===== config.mk =====
export PLATFORM = sky130hd
export DESIGN_NAME = store_exec_unit
export DESIGN_NICKNAME = d
export VERILOG_FILES = /design/src/rtl/store_pkg.sv /design/src/rtl/store_mem_writer.sv /design/src/rtl/store_exec_unit.sv
export SDC_FILE = /design/constraint.sdc
export NUM_CORES = 1
export LEC_CHECK = 0
export ABC_AREA = 1
export ABC_CLOCK_PERIOD_IN_PS = 7800
export BUFFER_PORTS_ARGS = -buffer_cell sky130_fd_sc_hd__buf_2
export CORE_UTILIZATION = 30
export DETAILED_ROUTE_END_ITERATION = 16
export GPL_TIMING_DRIVEN = 0
export PLACE_DENSITY_LB_ADDON = 0.05
export SYNTH_ARGS = -nofsm -noshare
export SYNTH_HDL_FRONTEND = slang
export SYNTH_SLANG_ARGS = --single-unit

===== constraint.sdc =====
create_clock -name clk -period 7.8 [get_ports clk]
set_input_delay 0 -clock clk [delete_from_list [all_inputs] [get_ports clk]]
set_output_delay 0 -clock clk [all_outputs]
set_load 0.01 [all_outputs]

===== src/rtl/store_pkg.sv =====
// Shared types for the store execution unit: opcode, entry and
// write-FSM states, and the queue entry layout.
package store_pkg;

    localparam logic [5:0] OP_SW = 6'b101011;

    typedef enum logic [1:0] {
        FREE,
        WAIT_COMMIT,
        COMMITTED,
        EXC
    } st_state_e;

    typedef enum logic {
        IDLE,
        REQ
    } mem_state_e;

    typedef struct packed {
        logic [31:0] instr_no;
        logic [31:0] ea;
        logic [31:0] data;
        st_state_e   state;
    } st_entry_t;

endpackage


===== src/rtl/store_mem_writer.sv =====
// Drains committed head entries to memory through a req/ack handshake.
// Misaligned (no-write) entries are retired without a request.
module store_mem_writer
    import store_pkg::*;
(
    input  logic        clk,
    input  logic        rst,
    input  st_entry_t   head,
    input  logic        mem_wr_ack,
    output logic        mem_wr_req,
    output logic [31:0] mem_wr_addr,
    output logic [31:0] mem_wr_data,
    output logic        free_head
);

    mem_state_e state;
    mem_state_e state_n;
    logic       load;

    always_ff @(posedge clk or negedge rst) begin
        if (!rst) begin
            state       <= IDLE;
            mem_wr_addr <= '0;
            mem_wr_data <= '0;
        end else begin
            state <= state_n;
            if (load) begin
                mem_wr_addr <= head.ea;
                mem_wr_data <= head.data;
            end
        end
    end

    always_comb begin
        state_n   = state;
        load      = 1'b0;
        free_head = 1'b0;
        unique case (state)
            IDLE: begin
                if (head.state == COMMITTED) begin
                    if (head.ea[1:0] != 2'b00) begin
                        free_head = 1'b1;
                    end else begin
                        load    = 1'b1;
                        state_n = REQ;
                    end
                end
            end
            REQ: begin
                if (mem_wr_ack) begin
                    free_head = 1'b1;
                    state_n   = IDLE;
                end
            end
            default: state_n = IDLE;
        endcase
    end

    assign mem_wr_req = (state == REQ);

endmodule


===== src/rtl/store_exec_unit.sv =====
// In-order store queue: accepts SW, reports EA to the ROB, writes
// memory after commit, and forwards data to the load path.
module store_exec_unit
    import store_pkg::*;
#(
    parameter int DEPTH = 4,
    parameter int PTR_W = $clog2(DEPTH)
) (
    input  logic        clk,
    input  logic        rst,
    input  logic        in_valid,
    input  logic [31:0] in_instr,
    input  logic [31:0] in_instr_no,
    input  logic [31:0] in_rs_val,
    input  logic [31:0] in_rt_val,
    output logic        in_ready,
    output logic        op_err,
    output logic        rob_done_valid,
    output logic [31:0] rob_done_no,
    output logic        rob_done_exc,
    input  logic        rob_commit_valid,
    input  logic [31:0] rob_commit_no,
    output logic        commit_err,
    input  logic        rob_flush,
    output logic        mem_wr_req,
    output logic [31:0] mem_wr_addr,
    output logic [31:0] mem_wr_data,
    input  logic        mem_wr_ack,
    input  logic [31:0] fwd_addr,
    output logic        fwd_hit,
    output logic [31:0] fwd_data
);

    typedef logic [PTR_W-1:0] ptr_t;
    typedef logic [PTR_W:0]   cnt_t;

    st_entry_t   q [DEPTH];
    ptr_t        head, cptr, tail, idx;
    cnt_t        count, ucnt;
    logic        sw_op, acc, enq;
    logic        commit_hit, commit_ok, free_head;
    logic [31:0] ea;
    st_state_e   cst;

    assign in_ready   = rst && (count != cnt_t'(DEPTH)) && !rob_flush;
    assign acc        = in_valid && in_ready;
    assign sw_op      = (in_instr[31:26] == OP_SW);
    assign enq        = acc && sw_op;
    assign ea         = in_rs_val + {{16{in_instr[15]}}, in_instr[15:0]};
    assign cst        = q[cptr].state;
    assign commit_hit = (cst == WAIT_COMMIT || cst == EXC)
                        && (q[cptr].instr_no == rob_commit_no);
    assign commit_ok  = rob_commit_valid && commit_hit;

    always_ff @(posedge clk or negedge rst) begin
        if (!rst) begin
            head           <= '0;
            cptr           <= '0;
            tail           <= '0;
            count          <= '0;
            ucnt           <= '0;
            op_err         <= 1'b0;
            rob_done_valid <= 1'b0;
            rob_done_no    <= '0;
            rob_done_exc   <= 1'b0;
            commit_err     <= 1'b0;
            for (int i = 0; i < DEPTH; i++) begin
                q[i] <= '{instr_no: '0, ea: '0, data: '0, state: FREE};
            end
        end else begin
            op_err         <= acc && !sw_op;
            rob_done_valid <= enq;
            rob_done_no    <= enq ? in_instr_no : '0;
            rob_done_exc   <= enq && (ea[1:0] != 2'b00);
            commit_err     <= rob_commit_valid && !commit_hit;
            // later assignments win: commit overrides the flush of cptr
            if (rob_flush) begin
                for (int i = 0; i < DEPTH; i++) begin
                    if (q[i].state == WAIT_COMMIT || q[i].state == EXC)
                        q[i].state <= FREE;
                end
            end
            if (commit_ok) begin
                q[cptr].state <= COMMITTED;
                cptr          <= cptr + ptr_t'(1);
            end
            if (enq) begin
                q[tail] <= '{
                    instr_no: in_instr_no,
                    ea:       ea,
                    data:     in_rt_val,
                    state:    (ea[1:0] != 2'b00) ? EXC : WAIT_COMMIT
                };
            end
            if (free_head) begin
                q[head].state <= FREE;
                head          <= head + ptr_t'(1);
            end
            if (rob_flush)
                tail <= commit_ok ? cptr + ptr_t'(1) : cptr;
            else if (enq)
                tail <= tail + ptr_t'(1);
            count <= count + cnt_t'(enq) - cnt_t'(free_head)
                     - (rob_flush ? ucnt - cnt_t'(commit_ok) : '0);
            ucnt  <= rob_flush ? '0
                     : ucnt + cnt_t'(enq) - cnt_t'(commit_ok);
        end
    end

    // Walk oldest to youngest so the last match is the youngest store
    always_comb begin
        fwd_hit  = 1'b0;
        fwd_data = '0;
        idx      = head;
        for (int i = 0; i < DEPTH; i++) begin
            idx = head + ptr_t'(i);
            if (q[idx].state != FREE && q[idx].state != EXC
                && q[idx].ea == fwd_addr) begin
                fwd_hit  = 1'b1;
                fwd_data = q[idx].data;
            end
        end
    end

    store_mem_writer u_writer (
        .clk         (clk),
        .rst         (rst),
        .head        (q[head]),
        .mem_wr_ack  (mem_wr_ack),
        .mem_wr_req  (mem_wr_req),
        .mem_wr_addr (mem_wr_addr),
        .mem_wr_data (mem_wr_data),
        .free_head   (free_head)
    );

endmodule


==> results of run 1 <==
[stage by stage]
stage / TNS [ns] / cell area [um^2] / hold WS [ns]
2_1_floorplan: 0 / 31400 / -0.296
3_3_place_gp: -4388.02 / 34800 / 0.242
3_5_place_dp: 0 / 34900 / -0.0145
4_1_cts: 0 / 38000 / 0.00189
5_1_grt: 0 / 38000 / 0.0210
6_report: 0 / 38000 / -0.0219
[power breakdown]
part	switching (mW)	internal (mW)
Combinational	4.02	1.45
Sequential	0.114	2.76
Clock	1.26	1.83
[final timing paths]
kind                       cells after the start                     start  slack [ns]                        to
min in group asynchronous                      4                       rst        0.49  u_writer.mem_wr_addr[19]
setup / recovery                              22                   head[1]        0.61               fwd_data[1]
hold / removal                                 4              in_rs_val[0]       -0.02                 flip-flop
hold reg to reg                                2  u_writer.mem_wr_data[19]        0.46  u_writer.mem_wr_data[19]
max in group asynchronous                      5                       rst        6.20                 async pin
setup reg to reg                              22                   cptr[0]        1.80                  count[2]
[metal layers]
metal  vias to the layer above  share of wire  global-route usage  wire length, um
li1                      15600              -                   -                -
met1                     15700           0.47               0.409            72000
met2                      1196           0.44               0.438            66800
met3                       201          0.067              0.0446            10200
met4                         4          0.028              0.0773             4360
met5                         -        0.00015                   0               23
[layout make-up]
class,instances,area share
Clock buffer,84,0.0459
Inverter,299,0.0296
Sequential cell,505,0.333
Buffer,254,0.0342
Tap cell,1380,0.0455
Timing Repair Buffer,411,0.0692
Multi-Input combinational cell,3461,0.432
Antenna cell,1,0.0000659
Clock inverter,26,0.0108
[cell usage after synthesis, types with 2 or more instances]
master | number | area [um^2]
or2_2 | 10 | 62.6
xnor2_1 | 17 | 149
xor2_1 | 50 | 438
o221ai_1 | 2 | 17.5
a21o_1 | 7 | 52.6
inv_2 | 6 | 22.5
nand2_1 | 1855 | 6960
and2_1 | 2 | 12.5
nor2_1 | 160 | 601
nor2_2 | 2 | 12.5
and2_0 | 4 | 25.0
nor4_1 | 2 | 12.5
a31oi_1 | 9 | 56.3
inv_1 | 291 | 1090
o21ai_0 | 515 | 2580
a211oi_1 | 2 | 15.0
buf_4 | 18 | 135
o21ai_1 | 28 | 140
ha_1 | 50 | 626
dfrtp_1 | 505 | 12600
a221oi_1 | 2 | 17.5
o211ai_1 | 25 | 188
a21oi_1 | 77 | 385
o21bai_1 | 3 | 22.5
nand3_1 | 449 | 2250
buf_2 | 72 | 360
nand4_1 | 16 | 100
fa_1 | 4 | 80.1
nor3_1 | 5 | 25.0
mux2i_1 | 128 | 1280
o22ai_1 | 5 | 31.3
buf_6 | 25 | 282
nand3b_1 | 24 | 180
buf_1 | 22 | 82.6
clkbuf_1 | 117 | 439
[cells by family (layout without fill, tap and decap cells)]
| family | count (synthesis) | count (layout) |
|---|---|---|
| AOI/OAI and AO/OA | 679 | 679 |
| xor gates and xnor gates | 67 | 67 |
| DFF | 505 | 505 |
| muxes | 128 | 128 |
| buffers and inverters | 553 | 1074 |
| adders and majority gates | 54 | 54 |
| and+or+nand+nor | 2533 | 2533 |
| other | 0 | 1 |
[critical path, delay by kind of cell, from the launching register on]
family | cells | cell delay (ns)
xor+xnor | 1 | 0.40
fa+ha+maj | 1 | 0.23
buf+inv | 11 | 3.97
flops | 1 | 0.44
simple gates | 9 | 1.39
==> flow_summary.toml, run 1 <==
[min_path]
hold_path.class = "primary input to flip-flop"

[floorplanning]
die_x_um = 326
rows = 118
start_util = 0.303
ioPinCount = 333
core_area_um2 = 104000
die_area_um2 = 106000
die_h_um = 326

[timing]
drv_slew = 0
clock.fmax_mhz = 139
relSlewSlack = 0.165
setup_ws_ns = 0.614
tightest_slew_ns = 1.25
setup_viol = 0
fin_crit_ns = 7.19
rsz0062_at_grt = "no"
skew_ns = 0.0262
final_hold_viol_count = 4
period_share = 0.921
holdWs_ns = -0.0219

[logic_synthesis]
synthDistinctLibCells = 45
synth_fa_ha_area_frac = 0.0224
async_flop_share = 1.00
syn_nets = 4771
synth_ff_type = "dfrtp_1"
ys_seq_area_frac = 0.402
synth_top_family_by_area = "simple AND/OR/NAND/NOR gates"
synth_edf_count = 0
synth.avg_cell_area_um2 = 6.96
synth_seq_cells = 505
synth_compound_area_frac = 0.112
syn_area_um2 = 31400
yosysWarnings = 0
synth-simple-area-share = 0.327
synth_xor_xnor_area_share = 0.0187
synth_mux_area_frac = 0.0407
syn_inst = 4519

[pwr]
power.density_nw_per_um2 = 301
p_total_mw = 11.4
p_leak_nw = 19.7
ir_worst_vdd_mv = 0.212

[placement]
dp_cells = 6224
dpl_worst_slack_ns = 1.43
dp_hpwl_um = 114000
io_buffers = 320
gp_congestion = 0.990

[clock_tree]
numCtsBuffers = 61
ctsResizeCount = 0
clockRootBuffer = "clkbuf_16"
cts_tree = "yes"
hold_buffers = 86
clock_path_buffers = 3
post-cts-setup-buffers = 0
h-tree-depth = 2
clk_latency_ns = 0.68
cts.sink_count = 505
clk_pin_slew_worst_paths_ns = 0.06

[drt]
routed_wl_um = 153000
vias_per_cell = 5.09
drcViolationCount = 0
ant_nets = 0
drt-pass1-iter-count = 8
drt-initial-drc-count = 3097
vias = 32700
wire_per_inst_um = 23.9

[global_route]
grt_pass1_wl_um = 222000
grt_overflow = 0
grt_start_max_net_pins = 106
grtUsageTotal = 0.284
grt_pass1_vias = 31200
grt_antenna_before_repair = 5

[finish]
area_growth_pct = 20.7
nFillCells = 11400
instances_no_fill = 6421
seq_area_um2 = 12600
mostFrequentLayoutCells = "1855 x nand2_1, 515 x o21ai_0, 505 x dfrtp_1, 449 x nand3_1, 391 x buf_2"
layout-drive-gt1-share = 0.112
final_util = 0.366
mostFrequentLayoutCell = "nand2_1"
multi_input_area_um2 = 16400
final_nets = 5245

[status]
status = "complete, but fails checks"
violations = "negative hold slack"

[critical_path]
cpMaxStageDelayCell = "clkbuf_1"
worst_path_most_repeated_cell = "buf_2"
crit_path_end_kind = "primary output"
slowest_delay_ns = 0.66
required_ns = 7.80
path_cells = "buf_2 > inv_2 > clkbuf_1 > clkbuf_1 > clkbuf_1 > ha_1 > buf_4 > buf_2 > buf_2 > nand3_1 > nand2_1 > xor2_1 > nand3_1 > nor2_1 > nand2_1 > nor2_1 > nand3_2 > inv_2 > buf_2 > nand2_1 > nand2_1 > buf_2"
worstPathMaxFanout = 11
critPathLaunchType = "flip-flop"
critical_path_class = "flip-flop to primary output"
arrival_ns = 7.19

[run]
max_cap_viol_count = 0
Note: power is estimated with default switching activity, not from simulation.
==> run 2: changes to the inputs <==
ABC_CLOCK_PERIOD_IN_PS = 6420   (was 7800)
CORE_UTILIZATION = 54   (was 30)
clock period = 6.42 ns   (was 7.8 ns; I/O delays follow)
==> run 2 against run 1 <==
The flow still finishes with violations (negative hold slack). Combinational power increased by 20%. Clock skew is 0.032 ns higher. First-iteration DRC count up 51%. Die area fell by 44%. Total power up 16%. Cell count is 9.8% lower. Sequential cell count unchanged. Via count increased by 4.8%. Clock-buffer cell count shrank 10. Register-to-register slack lost 1.2 ns. Non-clock buffer count unchanged.
==> flow_summary.toml, run 2 (same netlist as run 1, synthesis figures left out) <==
[status]
status = "complete, but fails checks"
violations = "negative hold slack"

[pwr]
combPwrFrac = 0.494
clock_power_share = 0.244
p_sw_mw = 6.35
p_sw_frac = 0.477
p_int_mw = 6.96
ir_worst_vdd_mv = 0.293
p_leak_nw = 19.5
pwr-share-seq = 0.262
power.density_nw_per_um2 = 361

[floorplanning]
start_util = 0.546
ioPinCount = 333
rows = 88
die_x_um = 243
core_area_um2 = 57600
die_h_um = 243
die_area_um2 = 59200

[timing]
clock.fmax_mhz = 157
tightest_slew_ns = 1.17
skew_ns = 0.0583
final_hold_viol_count = 17
setup_ws_ns = 0.0663
rsz0062_at_grt = "no"
relSlewSlack = 0.223
period_share = 0.990
fin_crit_ns = 6.35
drv_slew = 0
finalSetupTns_ns = 0
holdWs_ns = -0.0320
setup_viol = 0

[clock_tree]
clockRootBuffer = "clkbuf_16"
cts_tree = "yes"
clock_path_buffers = 3
cts.sink_count = 505
post-cts-setup-buffers = 0
numCtsBuffers = 53
clk_pin_slew_worst_paths_ns = 0.07
clk_latency_ns = 0.65
h-tree-depth = 2

[finish]
mostFrequentLayoutCell = "nand2_1"
final_nets = 5237
area_growth_pct = 17.2
layout-drive-gt1-share = 0.109
mostFrequentLayoutCells = "1855 x nand2_1, 515 x o21ai_0, 505 x dfrtp_1, 449 x nand3_1, 391 x buf_2"

[global_route]
grtUsageMet1 = 0.605
grt_pass1_wl_um = 196000
grt_antenna_before_repair = 3
use_met2 = 0.644
grtUsageTotal = 0.439
use_met3 = 0.127
grt_start_max_net_pins = 120
grt_pass1_vias = 31600
grt-busiest-layer = "met2"
grt_overflow = 0

[critical_path]
r2r_end = "count[2]"
crit_path_end_kind = "primary output"
critical_path_class = "flip-flop to primary output"
reg2reg_depth = 22
critPathLaunchType = "flip-flop"
required_ns = 6.42
worstPathMaxFanout = 17
r2r_setup_slack_ns = 0.63
arrival_ns = 6.35
reg2reg_from = "cptr[0]"

[placement]
dpl_worst_slack_ns = 0.612
io_buffers = 320
dp_hpwl_um = 95400
gp_congestion = 1.09

[drt]
drcViolationCount = 0
vias_per_cell = 5.91
ant_nets = 0
wire_per_inst_um = 22.8
drt-pass1-iter-count = 9
routed_wl_um = 132000
drt-initial-drc-count = 4665
vias = 34300

[run]
max_cap_viol_count = 0

[min_path]
hold_path.class = "primary input to async pin"
[run 2: critical path, cell delays in order, from the launching register on]
cell      delay (ns)
dfrtp_1         0.42
buf_2           0.24
inv_2           0.40
clkbuf_1        0.46
clkbuf_1        0.52
ha_1            0.34
buf_4           0.20
inv_4           0.15
buf_4           0.28
buf_4           0.31
o21ai_1         0.14
xor2_1          0.34
nand3_1         0.33
nor2_1          0.20
nand2_1         0.06
nor2_1          0.12
nand3_2         0.26
inv_2           0.19
buf_2           0.30
nand2_1         0.08
nand2_1         0.13
buf_2           0.16
[run 2: cell type report]
class,instances,area (um^2)
tap,765,957
clock buffer,74,1540
multi-input combinational,3461,16400
sequential,505,12600
fill,5302,20700
inverter,299,1120
timing repair buffer,412,2600
clock inverter,22,298
buffer,253,1290
antenna,2,5.00
[run 2: worst max-delay path by stage]
stage	startpoint	to	slack (ns)	depth (start not counted)
floorplan	cptr[0]	count[2]	2.60	22
global placement	rst	rob_done_no[14]	-5.11	1
detailed placement	head[1]	fwd_data[1]	0.61	21
CTS	head[1]	fwd_data[1]	0.37	20
global route	head[1]	fwd_data[1]	0.03	21
finish	head[1]	fwd_data[1]	0.07	21
[run 2: layer usage]
metal	vias up	part of all wire	routed length, um
li1	15500	-	-
met1	16200	0.40	52600
met4	4	0.045	5880
met5	-	0.00042	56
met2	2213	0.42	55700
met3	358	0.13	17800
[run 2: repair_timing]
action / CTS / global route
endpoints found under the hold margin: 515 / 0
hold buffers: 88 / 0
setup endpoints to repair: 30 / 0
gates resized for setup: 0 / 0
[run 2: per-stage QoR]
step,util,total power [mW],cells,area (um^2)
2_1_floorplan,-,7.19,4519,31400
5_1_grt,0.640,13.7,5791,36800
6_report,0.640,13.3,5793,36800
3_3_place_gp,0.591,9.70,5604,34000
3_5_place_dp,0.593,9.69,5608,34100
4_1_cts,0.640,12.9,5791,36800
[run 2: power by group through the flow]
stage	clock network, mW	logic [mW]	registers (mW)
6_report	3.25	6.57	3.49
5_1_grt	3.37	6.80	3.50
4_1_cts	3.25	6.22	3.48
3_5_place_dp	0	6.16	3.54
3_3_place_gp	0	6.16	3.54
2_1_floorplan	0	3.63	3.56
